==> config.mk <==
export PLATFORM = sky130hd
export DESIGN_NAME = div_acc_flat
export DESIGN_NICKNAME = d
export VERILOG_FILES = /design/src/rtl/div_acc_if.sv /design/src/rtl/div_acc.sv /design/src/flat_wrapper.sv
export SDC_FILE = /design/constraint.sdc
export NUM_CORES = 1
export LEC_CHECK = 0
export ABC_AREA = 1
export CORE_MARGIN = 3
export CORE_UTILIZATION = 40
export DETAILED_ROUTE_END_ITERATION = 12
export GPL_ROUTABILITY_DRIVEN = 1
export MAX_ROUTING_LAYER = met4
export PLACE_DENSITY = 0.69
export SLEW_MARGIN = 20
export SYNTH_ARGS = -nofsm -noshare
export SYNTH_HDL_FRONTEND = slang
export SYNTH_SLANG_ARGS = --single-unit
==> constraint.sdc <==
create_clock -name Clk -period 3.5 [get_ports Clk]
set_input_delay 0.7 -clock Clk [delete_from_list [all_inputs] [get_ports Clk]]
set_output_delay 0.7 -clock Clk [all_outputs]
set_load 0.005 [all_outputs]
==> src/rtl/div_acc_if.sv <==
// Controller <-> division accelerator bundle: start/operands toward the
// accelerator, injected instruction pairs and results back to the controller.
interface div_acc_if;
  logic             StartDiv102;
  logic [15:0]      Divident;
  logic [15:0]      Divisor;
  logic             Busy;
  logic             SelAccInst101;
  logic [1:0][15:0] InstFromAcc101;
  logic             AccDone;
  logic             DivErr;
  logic [15:0]      Quotient;
  logic [15:0]      Remainder;

  modport master (
    output StartDiv102, Divident, Divisor,
    input  Busy, SelAccInst101, InstFromAcc101, AccDone, DivErr, Quotient, Remainder
  );

  modport slave (
    input  StartDiv102, Divident, Divisor,
    output Busy, SelAccInst101, InstFromAcc101, AccDone, DivErr, Quotient, Remainder
  );
endinterface

==> src/rtl/div_acc.sv <==
// Division accelerator: restoring divider reproducing the software subtraction loop's
// exit state, then four injected A/C pairs. Optional DIV_ACC_FAST_EN skips DIV when dividend < divisor.
module div_acc #(
  parameter int DIV_BITS = 15
) (
  input logic      Clk,
  input logic      Reset,
  div_acc_if.slave bus
);

  typedef enum logic [1:0] {IDLE, DIV, FIX, INJ} state_t;

  state_t state, nextState;

  logic [DIV_BITS-1:0] shiftReg, divisorReg, quoReg;
  logic [DIV_BITS:0]   remReg;
  logic [3:0]          stepCount;
  logic [1:0]          pairIdx;
  logic                dividendNz;
  logic [15:0]         quotientReg, remainderReg;
  logic                divErrReg;

  logic                acceptWindow, startOk, startBad;
  logic [DIV_BITS-1:0] opDivident, opDivisor;
  logic [DIV_BITS:0]   shifted, trial;
  logic                fits;
  logic [15:0]         fixQ, fixR, absR;
  logic [15:0]         instA, instC;
  logic                unusedTopBits;

  assign opDivident = bus.Divident[DIV_BITS-1:0];
  assign opDivisor  = bus.Divisor[DIV_BITS-1:0];
  assign unusedTopBits = ^{bus.Divident[15:DIV_BITS], bus.Divisor[15:DIV_BITS]};

  assign startOk  = bus.StartDiv102 && (opDivisor != '0);
  assign startBad = bus.StartDiv102 && (opDivisor == '0);

  assign shifted = {remReg[DIV_BITS-1:0], shiftReg[DIV_BITS-1]};
  assign fits    = shifted >= {1'b0, divisorReg};
  assign trial   = shifted - {1'b0, divisorReg};

  // Loop exit: an exact nonzero division stops at R==0; otherwise one extra subtraction leaves R negative.
  always_comb begin
    fixQ = {1'b0, quoReg} + 16'd1;
    fixR = remReg - {1'b0, divisorReg};
    if (remReg == '0 && dividendNz) begin
      fixQ = {1'b0, quoReg};
      fixR = 16'd0;
    end
  end

  always_ff @(posedge Clk) begin
    if (!Reset) state <= IDLE;
    else        state <= nextState;
  end

  // The final injection cycle doubles as an acceptance slot so back-to-back starts lose no cycle.
  always_comb begin
    nextState    = state;
    acceptWindow = 1'b0;
    case (state)
      IDLE: acceptWindow = 1'b1;
      DIV:  if (stepCount == 4'(DIV_BITS - 1)) nextState = FIX;
      FIX:  nextState = INJ;
      INJ: begin
        if (pairIdx == 2'd3) begin
          nextState    = IDLE;
          acceptWindow = 1'b1;
        end
      end
      default: nextState = IDLE;
    endcase
    if (acceptWindow && startOk) begin
`ifdef DIV_ACC_FAST_EN
      nextState = (opDivident < opDivisor) ? FIX : DIV;
`else
      nextState = DIV;
`endif
    end
  end

  always_ff @(posedge Clk) begin
    if (!Reset) begin
      shiftReg     <= '0;
      divisorReg   <= '0;
      quoReg       <= '0;
      remReg       <= '0;
      stepCount    <= '0;
      pairIdx      <= '0;
      dividendNz   <= 1'b0;
      quotientReg  <= '0;
      remainderReg <= '0;
      divErrReg    <= 1'b0;
    end else begin
      divErrReg <= acceptWindow && startBad;
      case (state)
        DIV: begin
          shiftReg  <= shiftReg << 1;
          remReg    <= fits ? trial : shifted;
          quoReg    <= {quoReg[DIV_BITS-2:0], fits};
          stepCount <= stepCount + 4'd1;
        end
        FIX: begin
          quotientReg  <= fixQ;
          remainderReg <= fixR;
          pairIdx      <= 2'd0;
        end
        INJ: pairIdx <= pairIdx + 2'd1;
        default: ;
      endcase
      if (acceptWindow && startOk) begin
        shiftReg   <= opDivident;
        divisorReg <= opDivisor;
        dividendNz <= (opDivident != '0);
        quoReg     <= '0;
        remReg     <= '0;
        stepCount  <= '0;
`ifdef DIV_ACC_FAST_EN
        if (opDivident < opDivisor) remReg <= {1'b0, opDivident};
`endif
      end
    end
  end

  assign absR = 16'd0 - remainderReg;

  always_comb begin
    instA = 16'd0;
    instC = 16'd0;
    if (state == INJ) begin
      case (pairIdx)
        2'd0: begin instA = quotientReg; instC = 16'hEC10; end
        2'd1: begin instA = 16'h0001;    instC = 16'hE308; end
        2'd2: begin instA = absR;        instC = 16'hECD0; end
        default: begin instA = 16'h0002; instC = 16'hE308; end
      endcase
    end
  end

  assign bus.InstFromAcc101[0] = instA;
  assign bus.InstFromAcc101[1] = instC;
  assign bus.Busy              = (state != IDLE);
  assign bus.SelAccInst101     = (state == INJ);
  assign bus.AccDone           = (state == INJ) && (pairIdx == 2'd3);
  assign bus.DivErr            = divErrReg;
  assign bus.Quotient          = quotientReg;
  assign bus.Remainder         = remainderReg;

endmodule

==> src/flat_wrapper.sv <==
// flat-port wrapper written by rule: the top's interface ports become plain ports
module div_acc_flat 
#(
  parameter int DIV_BITS = 15
)
  (Clk, Reset, bus_StartDiv102, bus_Divident, bus_Divisor, bus_Busy, bus_SelAccInst101, bus_InstFromAcc101, bus_AccDone, bus_DivErr, bus_Quotient, bus_Remainder);
  div_acc_if bus_i ();
  input logic Clk;
  input logic Reset;
  input wire logic [$bits(bus_i.StartDiv102)-1:0] bus_StartDiv102;
  input wire logic [$bits(bus_i.Divident)-1:0] bus_Divident;
  input wire logic [$bits(bus_i.Divisor)-1:0] bus_Divisor;
  output wire logic [$bits(bus_i.Busy)-1:0] bus_Busy;
  output wire logic [$bits(bus_i.SelAccInst101)-1:0] bus_SelAccInst101;
  output wire logic [$bits(bus_i.InstFromAcc101)-1:0] bus_InstFromAcc101;
  output wire logic [$bits(bus_i.AccDone)-1:0] bus_AccDone;
  output wire logic [$bits(bus_i.DivErr)-1:0] bus_DivErr;
  output wire logic [$bits(bus_i.Quotient)-1:0] bus_Quotient;
  output wire logic [$bits(bus_i.Remainder)-1:0] bus_Remainder;
  assign bus_i.StartDiv102 = bus_StartDiv102;
  assign bus_i.Divident = bus_Divident;
  assign bus_i.Divisor = bus_Divisor;
  assign bus_Busy = bus_i.Busy;
  assign bus_SelAccInst101 = bus_i.SelAccInst101;
  assign bus_InstFromAcc101 = bus_i.InstFromAcc101;
  assign bus_AccDone = bus_i.AccDone;
  assign bus_DivErr = bus_i.DivErr;
  assign bus_Quotient = bus_i.Quotient;
  assign bus_Remainder = bus_i.Remainder;
  div_acc #(.DIV_BITS(DIV_BITS)) u_core (.Clk(Clk), .Reset(Reset), .bus(bus_i));
endmodule
==> impl_metrics.env, run 1 <==
export IMPL_outcome="finished, final reports clean"
export IMPL_hold_slack_ns=0.4886
export IMPL_synth_compound_area_share_pct=15.52
export IMPL_synth_top_family_by_area="simple AND/OR/NAND/NOR gates"
export IMPL_arrival_ns=2.52
export IMPL_synth_area_um2=7447
export IMPL_synth_top_cells_by_area="dfxtp_1 (28%), nand2_1 (13%), inv_1 (7.4%), ha_1 (7.4%), a21oi_1 (6.7%)"
export IMPL_clk_path_buf_depth=2
export IMPL_endpoint_kind="output pin"
export IMPL_drtIter0Drc=510
export IMPL_drive_gt1_share_pct=7.184
export IMPL_synth_edf_count=0
export IMPL_criticalPathCategory="flop to output pin"
export IMPL_synth_top_area_share_pct=27.69
export IMPL_routedWlPerCell_um=13.76
export IMPL_synth_simple_gate_area_share_pct=33.92
export IMPL_cts_setup_buffers=0
export IMPL_grt_max_degree=41
export IMPL_worst_pin_slew_ns=0.7873
export IMPL_antenna_left=0
export IMPL_die_area_um2=20290
export IMPL_slew_headroom_pct=47.35
export IMPL_worst_slack_ns=0.2790
export IMPL_design_area_um2=8752
export IMPL_io_pins=103
export IMPL_max_cap_violations=0
export IMPL_n_antenna_cell=0
export IMPL_p_leak_nw=3.851
export IMPL_layout_commonest_cell="nand2_1"
export IMPL_clock_sinks=103
export IMPL_pwr_share_comb_pct=70.7
export IMPL_internal_power_mw=4.591
export IMPL_final_max_slew_violation_count=0
export IMPL_via_count=7402
export IMPL_avgSynthCellArea_um2=6.448
export IMPL_fin_crit_ns=3.221
export IMPL_std_cell_rows=49
export IMPL_drtPass1Iterations=5
export IMPL_rsz0062_at_grt="no"
export IMPL_dieHeight_um=142.4
export IMPL_final_cell_mix="nand2_1 (264), inv_1 (147), nor2_1 (130)"
export IMPL_r2r_slack_ns=1.04
export IMPL_synth_adder_area_share_pct=7.930
export IMPL_synth_warning_count=0
export IMPL_finalPower_mw=9.924
export IMPL_start_util_pct=41.04
export IMPL_power_density_nw_per_um2=1134
export IMPL_seqPwrFrac_pct=18.7
export IMPL_grt_pass1_wl_um=32670
export IMPL_h_tree_depth=3
export IMPL_period_share_pct=92.03
export IMPL_ys_flop_type="dfxtp_1"
export IMPL_cts_tree="yes"
export IMPL_routed_wl_um=20010
export IMPL_grt_pass1_vias=6647
export IMPL_postPlaceCellArea_um2=8443
export IMPL_skew_ns=0.008453
export IMPL_sw_frac_of_total_pct=53.74
export IMPL_antenna_found_initial=0
export IMPL_fillers=1868
export IMPL_cts_made_buffers=9
export IMPL_dp_hpwl_um=15490
export IMPL_finalHoldViolations=0
export IMPL_fin_setup_tns_ns=0
export IMPL_ys_types=50
export IMPL_finalSetupViolCount=0
export IMPL_synth_area_mux_share_pct=0
export IMPL_dp_slack_ns=0.5339
export IMPL_yosysTopAreaCell="dfxtp_1"
export IMPL_coreArea_um2=18150
export IMPL_drcViolationCount=0
export IMPL_worstPathMaxFanout=5
export IMPL_p_clk_share_pct=10.6
export IMPL_cts_root_buf="clkbuf_16"
export IMPL_track_usage_pct=20.28
export IMPL_clkTransAtPathRegs_ns=0.08
export IMPL_nets=1301
export IMPL_yosys_area_share_xor_xnor_pct=2.587
export IMPL_die_width_um=142.4
export IMPL_clock_latency_ns=0.36
export IMPL_gp_congestion=0.9319
export IMPL_ys_async_sr_fraction_pct=0
export IMPL_vias_per_cell=5.091
export IMPL_area_growth_pct=17.52
export IMPL_max_freq_ghz=0.3105
export IMPL_worstHoldPathType="flop to flop"
export IMPL_place_port_buffers=95
export IMPL_yosysSeqAreaShare_pct=27.69
export IMPL_p_sw_mw=5.333
export IMPL_synth_seq_cells=103
export IMPL_cp_data_required_time_ns=2.80
export IMPL_start_kind="flop"
export IMPL_synth_cells=1155
export IMPL_ctsHoldBuffers=0
export IMPL_vdd_drop_max_mv=0.5807
export IMPL_cts_resized_gates=0
export IMPL_overflow=0
==> routing by layer <==
layer  up-vias  GRT usage [%]  routed length [um]
met4         0          8.454                 563
met2       208          30.07                8532
met5         -              -                   0
li1       3847              -                   -
met1      3313          28.01                9877
met3        34          2.319                1040
==> final timing paths <==
kind                             end  depth (start not counted)                     from
max           bus_InstFromAcc101[10]                         11  u_core.bus.Remainder[0]
min          u_core.bus.Quotient[14]                          2  u_core.bus.Quotient[14]
max reg2reg        u_core.remReg[10]                         13     u_core.divisorReg[0]
min reg2reg  u_core.bus.Quotient[14]                          2  u_core.bus.Quotient[14]
==> state kept, by name, summed over array words and instances (netlist names) <==
signal and count:
u_core.state 2, u_core.stepCount 4, u_core.dividendNz 1, u_core.pairIdx 2, u_core.bus.Quotient 16, u_core.remReg 16
u_core.bus.DivErr 1, u_core.quoReg 15, u_core.bus.Remainder 16, u_core.shiftReg 15, u_core.divisorReg 15
==> cells in the mapped netlist (all sizes together) (7+ instances only) <==
master    n
a21oi   111
buf      37
clkbuf   18
dfxtp   103
ha       44
inv     154
nand2   280
nand3    92
nand3b    8
nand4    21
nor2    138
nor3     14
o211ai    7
o21ai    78
xor2     16
==> final cells by class <==
class                           count  area (um2)  share of cell area (%)
Multi-Input combinational cell    846        4487                   51.27
Sequential cell                   103        2062                   23.56
Timing Repair Buffer              105        1026                   11.72
Inverter                          155       581.8                   6.648
Tap cell                          229       286.5                   3.274
Clock buffer                       10       229.0                   2.616
Clock inverter                      6       80.08                  0.9149
==> worst max-delay path: stages (launching register included) <==
cell and delay (ns):
dfxtp_1 0.33, inv_1 0.11, ha_1 0.17, nand2_1 0.08
nor2_2 0.15, nand2_1 0.12, nor2_2 0.19, nand4_1 0.11
a21oi_1 0.14, o21ai_0 0.11, a21oi_1 0.14, clkdlybuf4s50_1 0.52
==> kinds of logic after synthesis <==
logic type      after synthesis
compound gates              209
xor+xnor                     22
fa+ha+maj                    46
buf+inv                     210
flops                       103
other cells                   1
simple gates                564
==> power groups by stage <==
| stage | Sequential, mW | Clock (mW) | Combinational [mW] |
|---|---|---|---|
| 2_1_floorplan | 1.79 | 0 | 5.65 |
| 3_3_place_gp | 1.87 | 0 | 6.87 |
| 3_5_place_dp | 1.87 | 0 | 6.94 |
| 4_1_cts | 1.85 | 1.08 | 6.98 |
| 5_1_grt | 1.90 | 1.11 | 7.96 |
| 6_report | 1.85 | 1.05 | 7.02 |
==> stage by stage <==
step	util, %	cells
6_report	48.23	1454
5_1_grt	48.23	1454
4_1_cts	48.23	1454
3_5_place_dp	46.53	1438
3_3_place_gp	46.53	1438
2_1_floorplan	-	1159
(Power assumes the default switching activity.)
==> inputs of run 2 (changes only) <==
--- a/config.mk
+++ b/config.mk
@@ -7,11 +7,11 @@
 export LEC_CHECK = 0
 export ABC_AREA = 1
 export CORE_MARGIN = 3
-export CORE_UTILIZATION = 40
+export CORE_UTILIZATION = 60
 export DETAILED_ROUTE_END_ITERATION = 12
 export GPL_ROUTABILITY_DRIVEN = 1
 export MAX_ROUTING_LAYER = met4
-export PLACE_DENSITY = 0.69
+export PLACE_DENSITY = 0.94
 export SLEW_MARGIN = 20
 export SYNTH_ARGS = -nofsm -noshare
 export SYNTH_HDL_FRONTEND = slang
==> impl_metrics.env, run 2 (synthesis results as in run 1) <==
export IMPL_final_max_slew_violation_count=0
export IMPL_gp_congestion=0.9475
export IMPL_start_kind="flop"
export IMPL_critPathTopFamily="buffers and inverters"
export IMPL_power_density_nw_per_um2=1148
export IMPL_h_tree_depth=3
export IMPL_max_cap_violations=0
export IMPL_crit_buf_inv=4
export IMPL_finalHoldViolations=0
export IMPL_std_cell_rows=40
export IMPL_grt_max_degree=63
export IMPL_drtPass1Iterations=6
export IMPL_fin_setup_tns_ns=0
export IMPL_clock_latency_ns=0.36
export IMPL_fin_crit_ns=3.269
export IMPL_grt_pass1_vias=7021
export IMPL_drive_gt1_share_pct=7.114
export IMPL_outcome="finished, final reports clean"
export IMPL_crit_top_cell="inv_1"
export IMPL_pwr_share_comb_pct=71.2
export IMPL_slew_headroom_pct=30.06
export IMPL_finalSetupViolCount=0
export IMPL_rr_startpoint="u_core.divisorReg[0]"
export IMPL_clock_sinks=103
export IMPL_clk_path_buf_depth=2
export IMPL_sw_frac_of_total_pct=54.49
export IMPL_antenna_found_initial=0
export IMPL_cts_root_buf="clkbuf_16"
export IMPL_die_area_um2=13790
export IMPL_dp_slack_ns=0.5220
export IMPL_drtIter0Drc=783
export IMPL_max_freq_ghz=0.3059
export IMPL_vdd_drop_max_mv=0.6796
export IMPL_cts_tree="yes"
export IMPL_antenna_left=0
export IMPL_worstPathMaxFanout=15
export IMPL_die_width_um=117.4
export IMPL_worst_slack_ns=0.2306
export IMPL_criticalPathCategory="flop to output pin"
export IMPL_place_port_buffers=95
export IMPL_overflow=0
export IMPL_slowest_delay_ns=0.52
export IMPL_worst_pin_slew_ns=1.043
export IMPL_start_util_pct=61.74
export IMPL_route_met3_wl_um=1397
export IMPL_routed_wl_um=19770
export IMPL_period_share_pct=93.41
export IMPL_coreArea_um2=12060
export IMPL_dieHeight_um=117.4
export IMPL_path_cells="inv_1, ha_1, inv_1, o21ai_0, o21ai_0, inv_1, clkdlybuf4s50_1"
export IMPL_crit_path_end="bus_InstFromAcc101[0]"
export IMPL_nets=1299
export IMPL_slowest_stage="ha_1"
export IMPL_vias_per_cell=5.512
export IMPL_worstHoldPathType="flop to flop"
export IMPL_clkTransAtPathRegs_ns=0.08
export IMPL_cp_startpoint="u_core.pairIdx[0]"
export IMPL_p_leak_nw=3.839
export IMPL_via_count=7667
export IMPL_endpoint_kind="output pin"
export IMPL_layout_commonest_cell="nand2_1"
export IMPL_r2r_slack_ns=1.05
export IMPL_p_sw_mw=5.405
export IMPL_dp_hpwl_um=15070
export IMPL_drcViolationCount=0
export IMPL_n_antenna_cell=0
export IMPL_wl_met2_um=9283
export IMPL_arrival_ns=2.57
export IMPL_rsz0062_at_grt="no"
export IMPL_top_layer_used="met4"
export IMPL_p_clk_share_pct=10.0
export IMPL_cp_data_required_time_ns=2.80
export IMPL_area_growth_pct=16.06
export IMPL_final_cell_mix="nand2_1 (264), inv_1 (147), nor2_1 (130)"
export IMPL_grt_pass1_wl_um=32730
export IMPL_rr_endpoint="u_core.remReg[10]"
export IMPL_track_usage_pct=28.87
export IMPL_routedWlPerCell_um=14.21
export IMPL_io_pins=103
export IMPL_cp_num_cells=7
export IMPL_hold_slack_ns=0.4895
export IMPL_skew_ns=0.008477
export IMPL_finalPower_mw=9.920
export IMPL_seqPwrFrac_pct=18.8
export IMPL_met1_length_um=8594
export IMPL_internal_power_mw=4.515
export IMPL_worstHoldStart="u_core.shiftReg[0]"
export IMPL_cts_made_buffers=9
export IMPL_rr_worst_depth=13
==> run 2: cell types whose count changed in the layout (fill, tap and decap cells not counted), moves of 2 or more <==
cell | previous run | this run
buf_4 | 10 | 8
inv_6 | 1 | 3
inv_8 | 0 | 2
clkinv_4 | 2 | 0
==> run 2: metal layers <==
layer	global-route usage [%]	vias up
met1	35.85	3459
li1	-	3842
met5	-	-
met2	47.80	323
met3	4.870	43
met4	10.04	0
==> run 2: worst min path at each step <==
stage	end	slack, ns	depth (start not counted)
floorplan	u_core.divisorReg[10]	0.46	2
global placement	u_core.shiftReg[0]	0.47	2
detailed placement	u_core.bus.Quotient[14]	0.48	2
CTS	u_core.bus.Quotient[14]	0.49	2
global route	u_core.bus.Quotient[14]	0.51	2
finish	u_core.shiftReg[0]	0.49	2
==> run 2: final cells by class <==
class / instances / area [um2]
multi-input combinational: 846 / 4492
fill: 996 / 3418
sequential: 103 / 2062
timing repair buffer: 103 / 1011
inverter: 155 / 581.8
clock buffer: 9 / 225.2
tap: 168 / 210.2
clock inverter: 7 / 61.31
==> run 2: power by group through the flow <==
stage | Clock (mW) | Combinational, mW | Sequential (mW)
finish | 0.993 | 7.06 | 1.86
global route | 1.05 | 7.96 | 1.90
CTS | 0.999 | 6.95 | 1.85
detailed placement | 0 | 6.89 | 1.87
global placement | 0 | 6.76 | 1.85
floorplan | 0 | 5.65 | 1.79
==> run 2: per-stage QoR <==
stage | utilization [%] | cells | cell area (um2)
global placement | 69.24 | 1375 | 8352
CTS | 71.62 | 1391 | 8638
detailed placement | 69.24 | 1375 | 8352
floorplan | - | 1159 | 7462
global route | 71.66 | 1391 | 8643
finish | 71.66 | 1391 | 8643
==> run 2: worst min-delay path, stage by stage (launching register included) <==
cell	delay [ns]
dfxtp_1	0.32
nand3_1	0.07
a21oi_1	0.05
==> run 2: repair_timing <==
| item | in CTS | in global routing |
|---|---|---|
| hold buffers | 0 | 0 |
| endpoints found under the setup margin | 0 | 1 |
| resized for setup | 0 | 1 |
| setup buffers | 0 | 0 |
==> inputs of run 3 (changes only) <==
--- a/config.mk
+++ b/config.mk
@@ -7,11 +7,12 @@
 export LEC_CHECK = 0
 export ABC_AREA = 1
 export CORE_MARGIN = 3
-export CORE_UTILIZATION = 60
+export CORE_UTILIZATION = 56
+export CTS_CLUSTER_DIAMETER = 150
 export DETAILED_ROUTE_END_ITERATION = 12
 export GPL_ROUTABILITY_DRIVEN = 1
 export MAX_ROUTING_LAYER = met4
-export PLACE_DENSITY = 0.94
+export PLACE_DENSITY = 0.89
 export SLEW_MARGIN = 20
 export SYNTH_ARGS = -nofsm -noshare
 export SYNTH_HDL_FRONTEND = slang
==> constraint.sdc (replaced) <==
create_clock -name Clk -period 3.03 [get_ports Clk]
set_input_delay 0.606 -clock Clk [delete_from_list [all_inputs] [get_ports Clk]]
set_output_delay 0.606 -clock Clk [all_outputs]
set_load 0.005 [all_outputs]
==> impl_metrics.env, run 3 (synthesis results as in run 1) <==
export IMPL_max_cap_violations=0
export IMPL_worst_pin_slew_ns=0.7667
export IMPL_worst_slack_ns=0.07165
export IMPL_place_port_buffers=95
export IMPL_grt_met1_usage_pct=34.06
export IMPL_vias_per_cell=5.402
export IMPL_die_width_um=121.3
export IMPL_drtPass1Iterations=5
export IMPL_layout_commonest_cell="nand2_1"
export IMPL_gp_congestion=0.9480
export IMPL_n_antenna_cell=0
export IMPL_h_tree_depth=3
export IMPL_drtIter0Drc=592
export IMPL_worstHoldPathType="flop to flop"
export IMPL_coreArea_um2=12820
export IMPL_start_kind="flop"
export IMPL_worstPathMaxFanout=5
export IMPL_rr_startpoint="u_core.divisorReg[0]"
export IMPL_grt_max_degree=63
export IMPL_outcome="finished, final reports clean"
export IMPL_final_cell_mix="nand2_1 (263), inv_1 (147), nor2_1 (129)"
export IMPL_dp_slack_ns=0.1434
export IMPL_antenna_left=0
export IMPL_std_cell_rows=41
export IMPL_clock_sinks=103
export IMPL_power_density_nw_per_um2=1319
export IMPL_grt_met2_usage_pct=42.76
export IMPL_cts_made_buffers=9
export IMPL_via_count=7547
export IMPL_cp_data_required_time_ns=2.42
export IMPL_start_util_pct=58.07
export IMPL_clock_latency_ns=0.35
export IMPL_endpoint_kind="output pin"
export IMPL_io_pins=103
export IMPL_vdd_drop_max_mv=0.6041
export IMPL_track_usage_pct=26.49
export IMPL_overflow=0
export IMPL_clkTransAtPathRegs_ns=0.07
export IMPL_use_met3_pct=4.149
export IMPL_crit_buf_inv=2
export IMPL_die_area_um2=14720
export IMPL_grt_pass1_vias=6622
export IMPL_drive_gt1_share_pct=7.592
export IMPL_cts_tree="yes"
export IMPL_final_util_pct=67.79
export IMPL_nets=1301
export IMPL_path_cells="inv_1, ha_1, nand2_1, nor2_4, nand2_2, nor2_4, a21oi_1, o21ai_0, a21oi_1, clkdlybuf4s50_1"
export IMPL_post_place_cells=1381
export IMPL_slew_headroom_pct=48.74
export IMPL_dp_hpwl_um=14820
export IMPL_antenna_found_initial=0
export IMPL_cp_startpoint="u_core.bus.Remainder[1]"
export IMPL_stdcell_count=1397
export IMPL_period_share_pct=97.64
export IMPL_finalSetupViolCount=0
export IMPL_critPathTopFamily="buffers and inverters"
export IMPL_slowest_delay_ns=0.52
export IMPL_finalHoldViolations=0
export IMPL_p_leak_nw=3.885
export IMPL_cts_root_buf="clkbuf_16"
export IMPL_grt_busiest_layer="met2"
export IMPL_drcViolationCount=0
export IMPL_final_max_slew_violation_count=0
export IMPL_skew_ns=0.009335
export IMPL_fin_crit_ns=2.958
export IMPL_max_freq_ghz=0.3380
export IMPL_cts_setup_buffers=0
export IMPL_area_growth_pct=16.73
export IMPL_routedWlPerCell_um=13.77
export IMPL_grt_pass1_wl_um=31110
export IMPL_dieHeight_um=121.3
export IMPL_routed_wl_um=19230
export IMPL_clk_path_buf_depth=2
export IMPL_slowest_stage="clkdlybuf4s50_1"
export IMPL_arrival_ns=2.35
export IMPL_criticalPathCategory="flop to output pin"
export IMPL_worstHoldStart="u_core.bus.Remainder[6]"
[run 3: repair_timing]
item	in CTS	in global routing
pin swaps	0	2
endpoints found under the hold margin	0	0
gates cloned	0	0
setup endpoints to repair	2	9
gates resized for setup	4	8
hold buffers	0	0
[run 3: worst paths after layout]
path	end	cells after the start	slack, ns
setup / recovery	bus_InstFromAcc101[6]	10	0.07
setup reg to reg	u_core.remReg[10]	13	0.60
hold reg to reg	u_core.bus.Remainder[6]	2	0.48
hold / removal	u_core.bus.Remainder[6]	2	0.48
[run 3: metrics by stage]
step	instance area (um2)	hold WS (ns)	total power, mW	TNS, ns
floorplan	7462	0.4561	8.592	0
global placement	8372	0.4664	9.938	0
detailed placement	8372	0.4745	10.13	0
CTS	8668	0.4863	11.32	0
global route	8693	0.5118	12.54	-0.03047
finish	8693	0.4834	11.47	0
[run 3: per-layer routing]
| metal | vias to the layer above | routed length (um) |
|---|---|---|
| li1 | 3858 | - |
| met1 | 3400 | 8915 |
| met2 | 258 | 8716 |
| met3 | 31 | 1158 |
| met4 | 0 | 442 |
| met5 | - | 0 |
[run 3: worst reg2reg max path: stages, from the launching register on]
cell and delay, ns:
dfxtp_1 0.36, ha_1 0.25, fa_1 0.36, inv_1 0.08, nand2_2 0.07, nand2_1 0.12
nand3_2 0.09, nand3_2 0.08, nand2_2 0.20, nand2_4 0.32, nand2_1 0.16, nand2_1 0.10
nand2_1 0.05, a21oi_1 0.12
[run 3: cell type report]
cell class                      count  area, um2
Clock buffer                       11      242.7
Clock inverter                      5      41.29
Fill cell                        1148       4131
Inverter                          155      581.8
Multi-Input combinational cell    846       4518
Sequential cell                   103       2063
Tap cell                          172      215.2
Timing Repair Buffer              105       1031
[run 3: power by group]
part           internal (mW)  switching (mW)
logic                   2.90            5.29
registers               1.77           0.385
clock network          0.588           0.530
total                   5.26            6.21
